==> src/rtl/dmem_if.sv <==
// M-stage data-memory bus between the pipelined core and its data memory.
interface dmem_if;
  logic        MemReadM;
  logic        MemWriteM;
  logic [31:0] ALUOutM;
  logic [31:0] WriteDataM;
  logic [31:0] ReadDataM;
  logic        MemStallM;
  logic        MisalignM;

  modport master (
    output MemReadM, MemWriteM, ALUOutM, WriteDataM,
    input  ReadDataM, MemStallM, MisalignM
  );

  modport slave (
    input  MemReadM, MemWriteM, ALUOutM, WriteDataM,
    output ReadDataM, MemStallM, MisalignM
  );
endinterface

==> src/rtl/dmem_responder.sv <==
// Word-addressed data RAM with a fixed multi-cycle access latency.
// Stalls the M stage while an access is in flight and rejects misaligned requests.
module dmem_responder #(
  parameter int unsigned DEPTH_WORDS = 64,
  parameter int unsigned LATENCY     = 2
) (
  input  logic  clk,
  input  logic  reset,
  dmem_if.slave bus
);

  localparam int unsigned AW = $clog2(DEPTH_WORDS);
  localparam int unsigned CW = 4;
  localparam logic [CW-1:0] CNT_INIT = CW'(LATENCY - 1);

  typedef enum logic [1:0] {IDLE, BUSY, DONE} state_t;

  state_t          state_q, state_n;
  logic [CW-1:0]   cnt_q, cnt_n;
  logic [31:0]     mem_q [DEPTH_WORDS];
  logic [31:0]     rdata_q;
  logic            misalign_q;
  logic            wr_q;

  logic            req_c;
  logic            misaligned_c;
  logic [AW-1:0]   idx_c;
  logic            stall_c;
  logic            misalign_n;
  logic            enter_done_c;
  logic            unused_addr_bits;

  assign req_c            = bus.MemReadM | bus.MemWriteM;
  assign misaligned_c     = bus.ALUOutM[1:0] != 2'b00;
  assign idx_c            = bus.ALUOutM[AW+1:2];
  assign unused_addr_bits = ^bus.ALUOutM[31:AW+2];

  // Stall is combinational so the core freezes in the request cycle; forced low in reset.
  assign bus.MemStallM = stall_c & reset;
  assign bus.ReadDataM = rdata_q;
  assign bus.MisalignM = misalign_q;

  // Next-state, latency counter and per-cycle control strobes.
  always_comb begin
    state_n      = state_q;
    cnt_n        = cnt_q;
    stall_c      = 1'b0;
    misalign_n   = 1'b0;
    enter_done_c = 1'b0;
    case (state_q)
      IDLE: begin
        if (req_c) begin
          if (misaligned_c) begin
            misalign_n = 1'b1;
          end else begin
            stall_c = 1'b1;
            if (LATENCY == 1) begin
              state_n      = DONE;
              enter_done_c = 1'b1;
            end else begin
              state_n = BUSY;
              cnt_n   = CNT_INIT;
            end
          end
        end
      end
      BUSY: begin
        stall_c = 1'b1;
        if (!req_c) begin
          state_n = IDLE;
          cnt_n   = '0;
        end else if (cnt_q == CW'(1)) begin
          state_n      = DONE;
          cnt_n        = '0;
          enter_done_c = 1'b1;
        end else begin
          cnt_n = cnt_q - CW'(1);
        end
      end
      DONE: begin
        state_n = IDLE;
        cnt_n   = '0;
      end
      default: begin
        state_n = IDLE;
        cnt_n   = '0;
      end
    endcase
  end

  // FSM state and latency counter.
  always_ff @(posedge clk or negedge reset) begin
    if (!reset) begin
      state_q <= IDLE;
      cnt_q   <= '0;
    end else begin
      state_q <= state_n;
      cnt_q   <= cnt_n;
    end
  end

  // Load data captured on entry to DONE; op type latched so a late req drop still completes.
  always_ff @(posedge clk or negedge reset) begin
    if (!reset) begin
      rdata_q    <= '0;
      misalign_q <= 1'b0;
      wr_q       <= 1'b0;
    end else begin
      misalign_q <= misalign_n;
      if (enter_done_c) begin
        wr_q <= bus.MemWriteM;
        if (!bus.MemWriteM) begin
          rdata_q <= mem_q[idx_c];
        end
      end
    end
  end

  // Store commits at the end of the DONE cycle; reset clears the whole array.
  always_ff @(posedge clk or negedge reset) begin
    if (!reset) begin
      for (int unsigned i = 0; i < DEPTH_WORDS; i++) begin
        mem_q[i] <= '0;
      end
    end else if (state_q == DONE && wr_q) begin
      mem_q[idx_c] <= bus.WriteDataM;
    end
  end

endmodule

==> src/flat_wrapper.sv <==
// flat-port wrapper written by rule: the top's interface ports become plain ports
module dmem_responder_flat 
#(
  parameter int unsigned DEPTH_WORDS = 64,
  parameter int unsigned LATENCY     = 2
)
  (clk, reset, bus_MemReadM, bus_MemWriteM, bus_ALUOutM, bus_WriteDataM, bus_ReadDataM, bus_MemStallM, bus_MisalignM);
  dmem_if bus_i ();
  input  logic clk;
  input  logic reset;
  input wire logic [$bits(bus_i.MemReadM)-1:0] bus_MemReadM;
  input wire logic [$bits(bus_i.MemWriteM)-1:0] bus_MemWriteM;
  input wire logic [$bits(bus_i.ALUOutM)-1:0] bus_ALUOutM;
  input wire logic [$bits(bus_i.WriteDataM)-1:0] bus_WriteDataM;
  output wire logic [$bits(bus_i.ReadDataM)-1:0] bus_ReadDataM;
  output wire logic [$bits(bus_i.MemStallM)-1:0] bus_MemStallM;
  output wire logic [$bits(bus_i.MisalignM)-1:0] bus_MisalignM;
  assign bus_i.MemReadM = bus_MemReadM;
  assign bus_i.MemWriteM = bus_MemWriteM;
  assign bus_i.ALUOutM = bus_ALUOutM;
  assign bus_i.WriteDataM = bus_WriteDataM;
  assign bus_ReadDataM = bus_i.ReadDataM;
  assign bus_MemStallM = bus_i.MemStallM;
  assign bus_MisalignM = bus_i.MisalignM;
  dmem_responder #(.DEPTH_WORDS(DEPTH_WORDS), .LATENCY(LATENCY)) u_core (.clk(clk), .reset(reset), .bus(bus_i));
endmodule
==> config.mk <==
export PLATFORM = sky130hd
export DESIGN_NAME = dmem_responder_flat
export DESIGN_NICKNAME = d
export VERILOG_FILES = /design/src/rtl/dmem_if.sv /design/src/rtl/dmem_responder.sv /design/src/flat_wrapper.sv
export SDC_FILE = /design/constraint.sdc
export NUM_CORES = 2
export LEC_CHECK = 0
export CORE_UTILIZATION = 60
export CTS_BUF_LIST = sky130_fd_sc_hd__clkbuf_8
export CTS_CLUSTER_SIZE = 24
export DETAILED_ROUTE_END_ITERATION = 16
export MAX_ROUTING_LAYER = met4
export PLACE_DENSITY = 0.82
export REMOVE_ABC_BUFFERS = 1
export SETUP_SLACK_MARGIN = 0.05
export SYNTH_ARGS = -nofsm -noshare
export SYNTH_HDL_FRONTEND = slang
export SYNTH_SLANG_ARGS = --single-unit
==> constraint.sdc <==
create_clock -name clk -period 4.3 [get_ports clk]
set_input_delay 1.075 -clock clk [delete_from_list [all_inputs] [get_ports clk]]
set_output_delay 1.075 -clock clk [all_outputs]
set_load 0.01 [all_outputs]
=== Yosys cells after proc, flatten, opt, wreduce, memory -nomap -nowiden ===
Cells that the tools add are included.
W data, S select, Z words.

* Add/sub/neg operators: 1
* Multiply operators: 0
* Divide/modulo/power cells: 0
* $lt $le $gt $ge: 2
* Eq/ne operators: 6
* Shift operators: 0
* Multiplexer cells: 25
* Bitwise logic cells: 4
* Reduce and logical (&&, ||, !) cells: 7

{| class="wikitable"
|+ Operators with widths
! operator !! number
|-
| $bwmux W2048 || 1
|-
| $bmux W32 S6 || 1
|-
| $demux W32 S6 || 1
|-
| $mux W32 || 3
|-
| $mux W4 || 4
|-
| $mux W1 || 8
|-
| $mux W2 || 4
|-
| $pmux W4 S2 || 1
|-
| $ge A7 B7 Y1 const B || 1
|-
| $lt A7 B1 Y1 const B || 1
|-
| $not A6 Y7 || 1
|-
| $eq A4 B1 Y1 const B || 1
|-
| $pmux W2 S2 || 1
|-
| $reduce_and A2 Y1 || 2
|-
| $sub A4 B1 Y4 const B || 1
|-
| $ne A3 B3 Y1 const B || 1
|-
| $reduce_and A3 Y1 || 1
|-
| $eq A2 B1 Y1 const B || 1
|-
| $eq A2 B2 Y1 const B || 1
|-
| $logic_and A1 B1 Y1 || 2
|-
| $logic_not A2 Y1 || 1
|-
| $ne A2 B1 Y1 const B || 1
|-
| $ne A2 B2 Y1 const B || 1
|-
| $pmux W1 S2 || 1
|-
| 4 further kinds || 4
|}

* Bits in registers: 2,088
* Latch bits: 0
* Memory bits (writable): 0
* ROM bits: 0
* Output and inout bits: 34
* Word-level logic and storage cells: 114
* Memories kept: 0

=== Depth between registers and ports, before layout ===
* Word-level depth: 6
* Mapped depth: 9

=== Worst setup path before layout ===
No wires, ideal clock.

* Path type: input-to-reg
* From: in bus_ALUOutM[2]
* To: reg u_core.rdata_q[13] (netlist: u_core.bus.ReadDataM[13])
* Arrival time: 2,797 ps
* Required time: 4,174 ps
* Path slack: 1,377 ps
* Cell stages on the path: 7
* Cell sequence: buf_2 -> buf_4 -> buf_2 -> mux4_2 -> mux2i_1 -> o22ai_1 -> o32a_1

* Longest elaborated chain between the ends: 4

{| class="wikitable"
|+ RTL lines
! element !! RTL line !! RTL
|-
| start, declared || flat_wrapper.sv:13 || <nowiki>input wire logic [$bits(bus_i.ALUOutM)-1:0] bus_ALUOutM;</nowiki>
|-
| $not A6 Y7 (implied by the code) || dmem_responder.sv:113 || <nowiki>rdata_q <= mem_q[idx_c];</nowiki>
|-
| $bmux W32 S6 || dmem_responder.sv:113 ||
|-
| $mux W32 (implied by the code) (2 in series) || dmem_responder.sv:113 ||
|-
| end signal, assigned || dmem_responder.sv:113 ||
|-
| end, declared || dmem_responder.sv:21 || <nowiki>logic [31:0] rdata_q;</nowiki>
|}

Every way passes these cells. The select of a mux whose other input is x is not followed.
A chain may end at the register's enable or synchronous reset.

=== Worst setup path after layout ===
* From: in bus_MemWriteM
* To: out bus_MemStallM

* Longest elaborated chain between the ends: 4

{| class="wikitable"
|+ RTL lines
! element !! RTL line !! RTL
|-
| start, declared || flat_wrapper.sv:12 || <nowiki>input wire logic [$bits(bus_i.MemWriteM)-1:0] bus_MemWriteM;</nowiki>
|-
| $or A1 B1 Y1 || dmem_responder.sv:33 || <nowiki>assign req_c = bus.MemReadM | bus.MemWriteM;</nowiki>
|-
| $mux W1 || dmem_responder.sv:52 || <nowiki>if (req_c) begin</nowiki>
|-
| $pmux W1 S2 || dmem_responder.sv:50 || <nowiki>case (state_q)</nowiki>
|-
| $and A1 B1 Y1 || dmem_responder.sv:39 || <nowiki>assign bus.MemStallM = stall_c & reset;</nowiki>
|-
| end, declared || flat_wrapper.sv:16 || <nowiki>output wire logic [$bits(bus_i.MemStallM)-1:0] bus_MemStallM;</nowiki>
|}

Every way passes these cells.

==> impl_metrics.csv <==
group,metric,value,unit
status,status,"complete, no violations",
die,core,0.156,sq mm
yosys,ys.flop_type,"dfrtp_1",
grt,grt_max_degree,183,
setup_path,crit_start,"bus_MemWriteM",
clock_tree,root_buffer,"clkbuf_8",
finish,syn_to_final_growth,11.0,%
timing,fmax,256,MHz
place,dp_hpwl,146000,um
clock_tree,cts_max_level,5,
timing,finalClockSkew,115,ps
die,die_w,399,um
yosys,syn-cell-area,0.0943,sq mm
setup_path,critical_path_class,"in -> out",
timing,fin_crit,3900,ps
finish,drive_above_1_share,46.8,%
setup_path,cp_slowest_cell,"clkdlybuf4s50_1",
setup_path,path_depth,7,
setup_path,reg2reg_depth,7,
timing,drv_slew,0,
clock_tree,cts_setup_buffers,0,
timing,slew_headroom,15.7,%
detailed_routing,drcViolationCount,0,
detailed_routing,vias_per_cell,6.50,
die,die-area,0.159,sq mm
yosys,synth_edf_count,0,
finish,final_nets,6363,
clock_tree,clk_pin_slew_worst_paths,50,ps
finish,fin_cells,8598,
setup_path,reg2reg_from,"u_core.cnt_q[1]",
clock_tree,cts_buffers,351,
die,initial_core_util,60.4,%
place,portBuffers,77,
setup_path,cp-start-kind,"input port",
detailed_routing,ant_nets,0,
setup_path,cp_max_fo,4,
grt,grt_pass1_wl,374000,um
power,p_clk_share,39.7,%
yosys,postSynthCellCount,6226,
power,power_leakage,52.2,nW
die,io_pins,102,
setup_path,worst-path-buf-inv,3,
timing,rsz0062_at_grt,"false",
clock_tree,clk_path_buf_depth,4,
setup_path,reg2reg_slack,1480,ps
die,die_h,399,um
yosys,yosysUniqueCellTypes,45,
place,gp_congestion,0.862,
power,intPower,31.3,mW
clock_tree,cts.repair.resized,0,
detailed_routing,wire_per_inst,28.4,um
timing,tightest_slew,1270,ps
power,p_total,41.8,mW
clock_tree,cts_sinks,2088,
setup_path,end_kind,"output port",
setup_path,crit_arrival,2830,ps
power,seq_power_share,51.1,%
yosys,avgSynthCellArea,15.2,sq um
place,placed_cells,7997,
die,rows,145,
timing,fin_crit_sh,90.7,%
setup_path,r2r-end,"u_core.bus.ReadDataM[29]",
yosys,seq_area_frac_synth,55.4,%
setup_path,crit_chain,"clkdlybuf4s50_1 > nor2_1 > nor3_1 > buf_4 > nor2_1 > nor3b_1 > clkdlybuf4s50_1",
grt,grt_pass1_vias,59913,
detailed_routing,wirelength,244000,um
job,maxCapViolations,0,
setup_path,required,3220,ps
power,combPwrFrac,9.2,%
yosys,synthArstFlopShare,100,%
worst_hold_path,hp-class,"reg -> reg",
grt,gr-total-overflow,0,
detailed_routing,vias,55929,
setup_path,worstSetupEndpoint,"bus_MemStallM",
power,vdd_drop_max,0.384,mV
power,power_density,399,mW/mm^2
clock_tree,cts_tree,"yes",
clock_tree,insertion_delay,1000,ps
yosys,ys_warn_count,0,
power,power.switching,10.5,mW
yosys,ys_ff_latch,2088,
finish,fillers,10433,
detailed_routing,drt_iter0_markers,4701,
power,switching_share,25.0,%
setup_path,cpLargestDelayFamily,"buffers and inverters",
timing,setup_viol,0,
detailed_routing,drt_pass1_iterations,5,
grt,track_usage,32.4,%
timing,final_hold_viol_count,0,
grt,antenna_found_initial,11,
setup_path,critPathMaxStageDelay,570,ps
worst register-to-register path, stage by stage, from the launching register on:
cell and delay, ps:
dfrtp_1 400, inv_1 80, ha_1 130, or3b_2 500
nor3_4 180, buf_12 360, nand4_1 540, o32a_1 500
cells in the final DEF, fill, tap and decap left out, types with 3 or more instances in the layout:
cell type        instances
buf_12                  81
buf_2                   32
buf_4                  185
buf_8                    3
clkbuf_8               430
clkdlybuf4s50_1         41
clkinv_2                11
clkinvlp_4               6
dfrtp_1               2088
diode_2                 15
inv_1                  139
mux2_1                 181
mux2_2                1901
mux2i_1                515
mux4_2                 316
nand2_1                  9
nand2_2                 34
nand2b_1                 5
nand3b_1                 3
nand4_1                 30
nor2_1                  14
nor2_4                  33
nor2_8                   3
nor2b_1                  3
nor3_1                  14
nor4_1                   3
o21ai_0                124
o22a_1                  31
o22ai_1                228
o32a_1                  30
power by group through the flow:
stage               sequential (mW)  clock, mW  combinational, mW
finish                         21.4       16.6               3.85
global route                   21.4       17.7               4.13
CTS                            21.3       16.8               3.86
detailed placement             21.7          0               3.84
global placement               21.6          0               3.72
floorplan                      21.4          0               1.69
final cells by class:
class                   instances  area, sq um  area share [%]
diodes                         15         37.5          0.0358
clock inverters               155          623           0.595
inverters                       2         7.51         0.00717
flip-flops and latches       2088        52300            49.9
clock buffers                 430         5920            5.65
well taps                    2058         2570            2.46
multi-input cells            3506        39700            37.9
repair buffers                344         3660            3.50
cell usage after synthesis (all sizes together) (3+ instances only):
cell type | count | area share, %
buf | 345 | 1.8
nand3b | 3 | 0.024
nand2 | 44 | 0.18
mux2 | 2082 | 25
mux2i | 515 | 5.5
nor3 | 15 | 0.085
nand2b | 7 | 0.046
o22a | 31 | 0.29
clkbuf | 285 | 1.1
nor2b | 4 | 0.027
nor4 | 3 | 0.020
o21ai | 125 | 0.66
or2 | 3 | 0.020
o22ai | 228 | 1.5
nand4 | 30 | 0.20
dfrtp | 2088 | 55
and2 | 3 | 0.021
nor2 | 50 | 0.26
o32a | 30 | 0.32
mux4 | 316 | 7.5
sequential cells by signal (all words and copies together) (netlist names):
signal,count
u_core.wr_q,1
u_core.state_q,2
u_core.bus.ReadDataM,32
u_core.cnt_q,4
u_core.mem_q,2048
u_core.bus.MisalignM,1
metrics by stage:
stage / hold slack (ps) / area, sq um / TNS, ps / utilization (%) / setup WS, ps
CTS: 484 / 105000 / 0 / 67.0 / 394
detailed placement: 471 / 98200 / 0 / 62.8 / 383
finish: 484 / 105000 / 0 / 67.1 / 400
global placement: 462 / 98200 / 0 / 62.8 / 380
global route: 498 / 105000 / 0 / 67.0 / 291
floorplan: 452 / 91600 / -159640 / - / -664
per-layer routing:
metal | vias up | part of all wire [%] | GRT usage [%]
li1 | 23203 | - | -
met1 | 30269 | 41 | 42.7
met2 | 1965 | 47 | 49.3
met3 | 492 | 7.2 | 6.93
met4 | 0 | 4.1 | 13.1
met5 | - | 0 | -
timing repair:
action | in CTS | in global routing
setup endpoints to repair | 0 | 0
hold endpoints to repair | 12 | 0
hold buffers | 1 | 0
cells by family after synthesis:
kind of cell,share of synthesized area [%]
XOR/XNOR,0.00928
adder cells (fa/ha/maj),0.0265
buffers and inverters,2.95
flip-flops,55.4
AO/OA/AOI/OAI,2.82
multiplexers,37.9
AND/OR/NAND/NOR,0.954
worst min path at each step:
stage / end / depth (start not counted) / startpoint / slack, ps
CTS: u_core.mem_q[1758] / 1 / u_core.mem_q[1758] / 480
finish: u_core.mem_q[1436] / 1 / u_core.mem_q[1436] / 480
floorplan: u_core.mem_q[1871] / 1 / u_core.mem_q[1871] / 450
detailed placement: u_core.mem_q[1758] / 1 / u_core.mem_q[1758] / 470
global placement: u_core.mem_q[1857] / 1 / u_core.mem_q[1857] / 460
global route: u_core.mem_q[1463] / 1 / u_core.mem_q[1463] / 500
(Power assumes the default switching activity.)
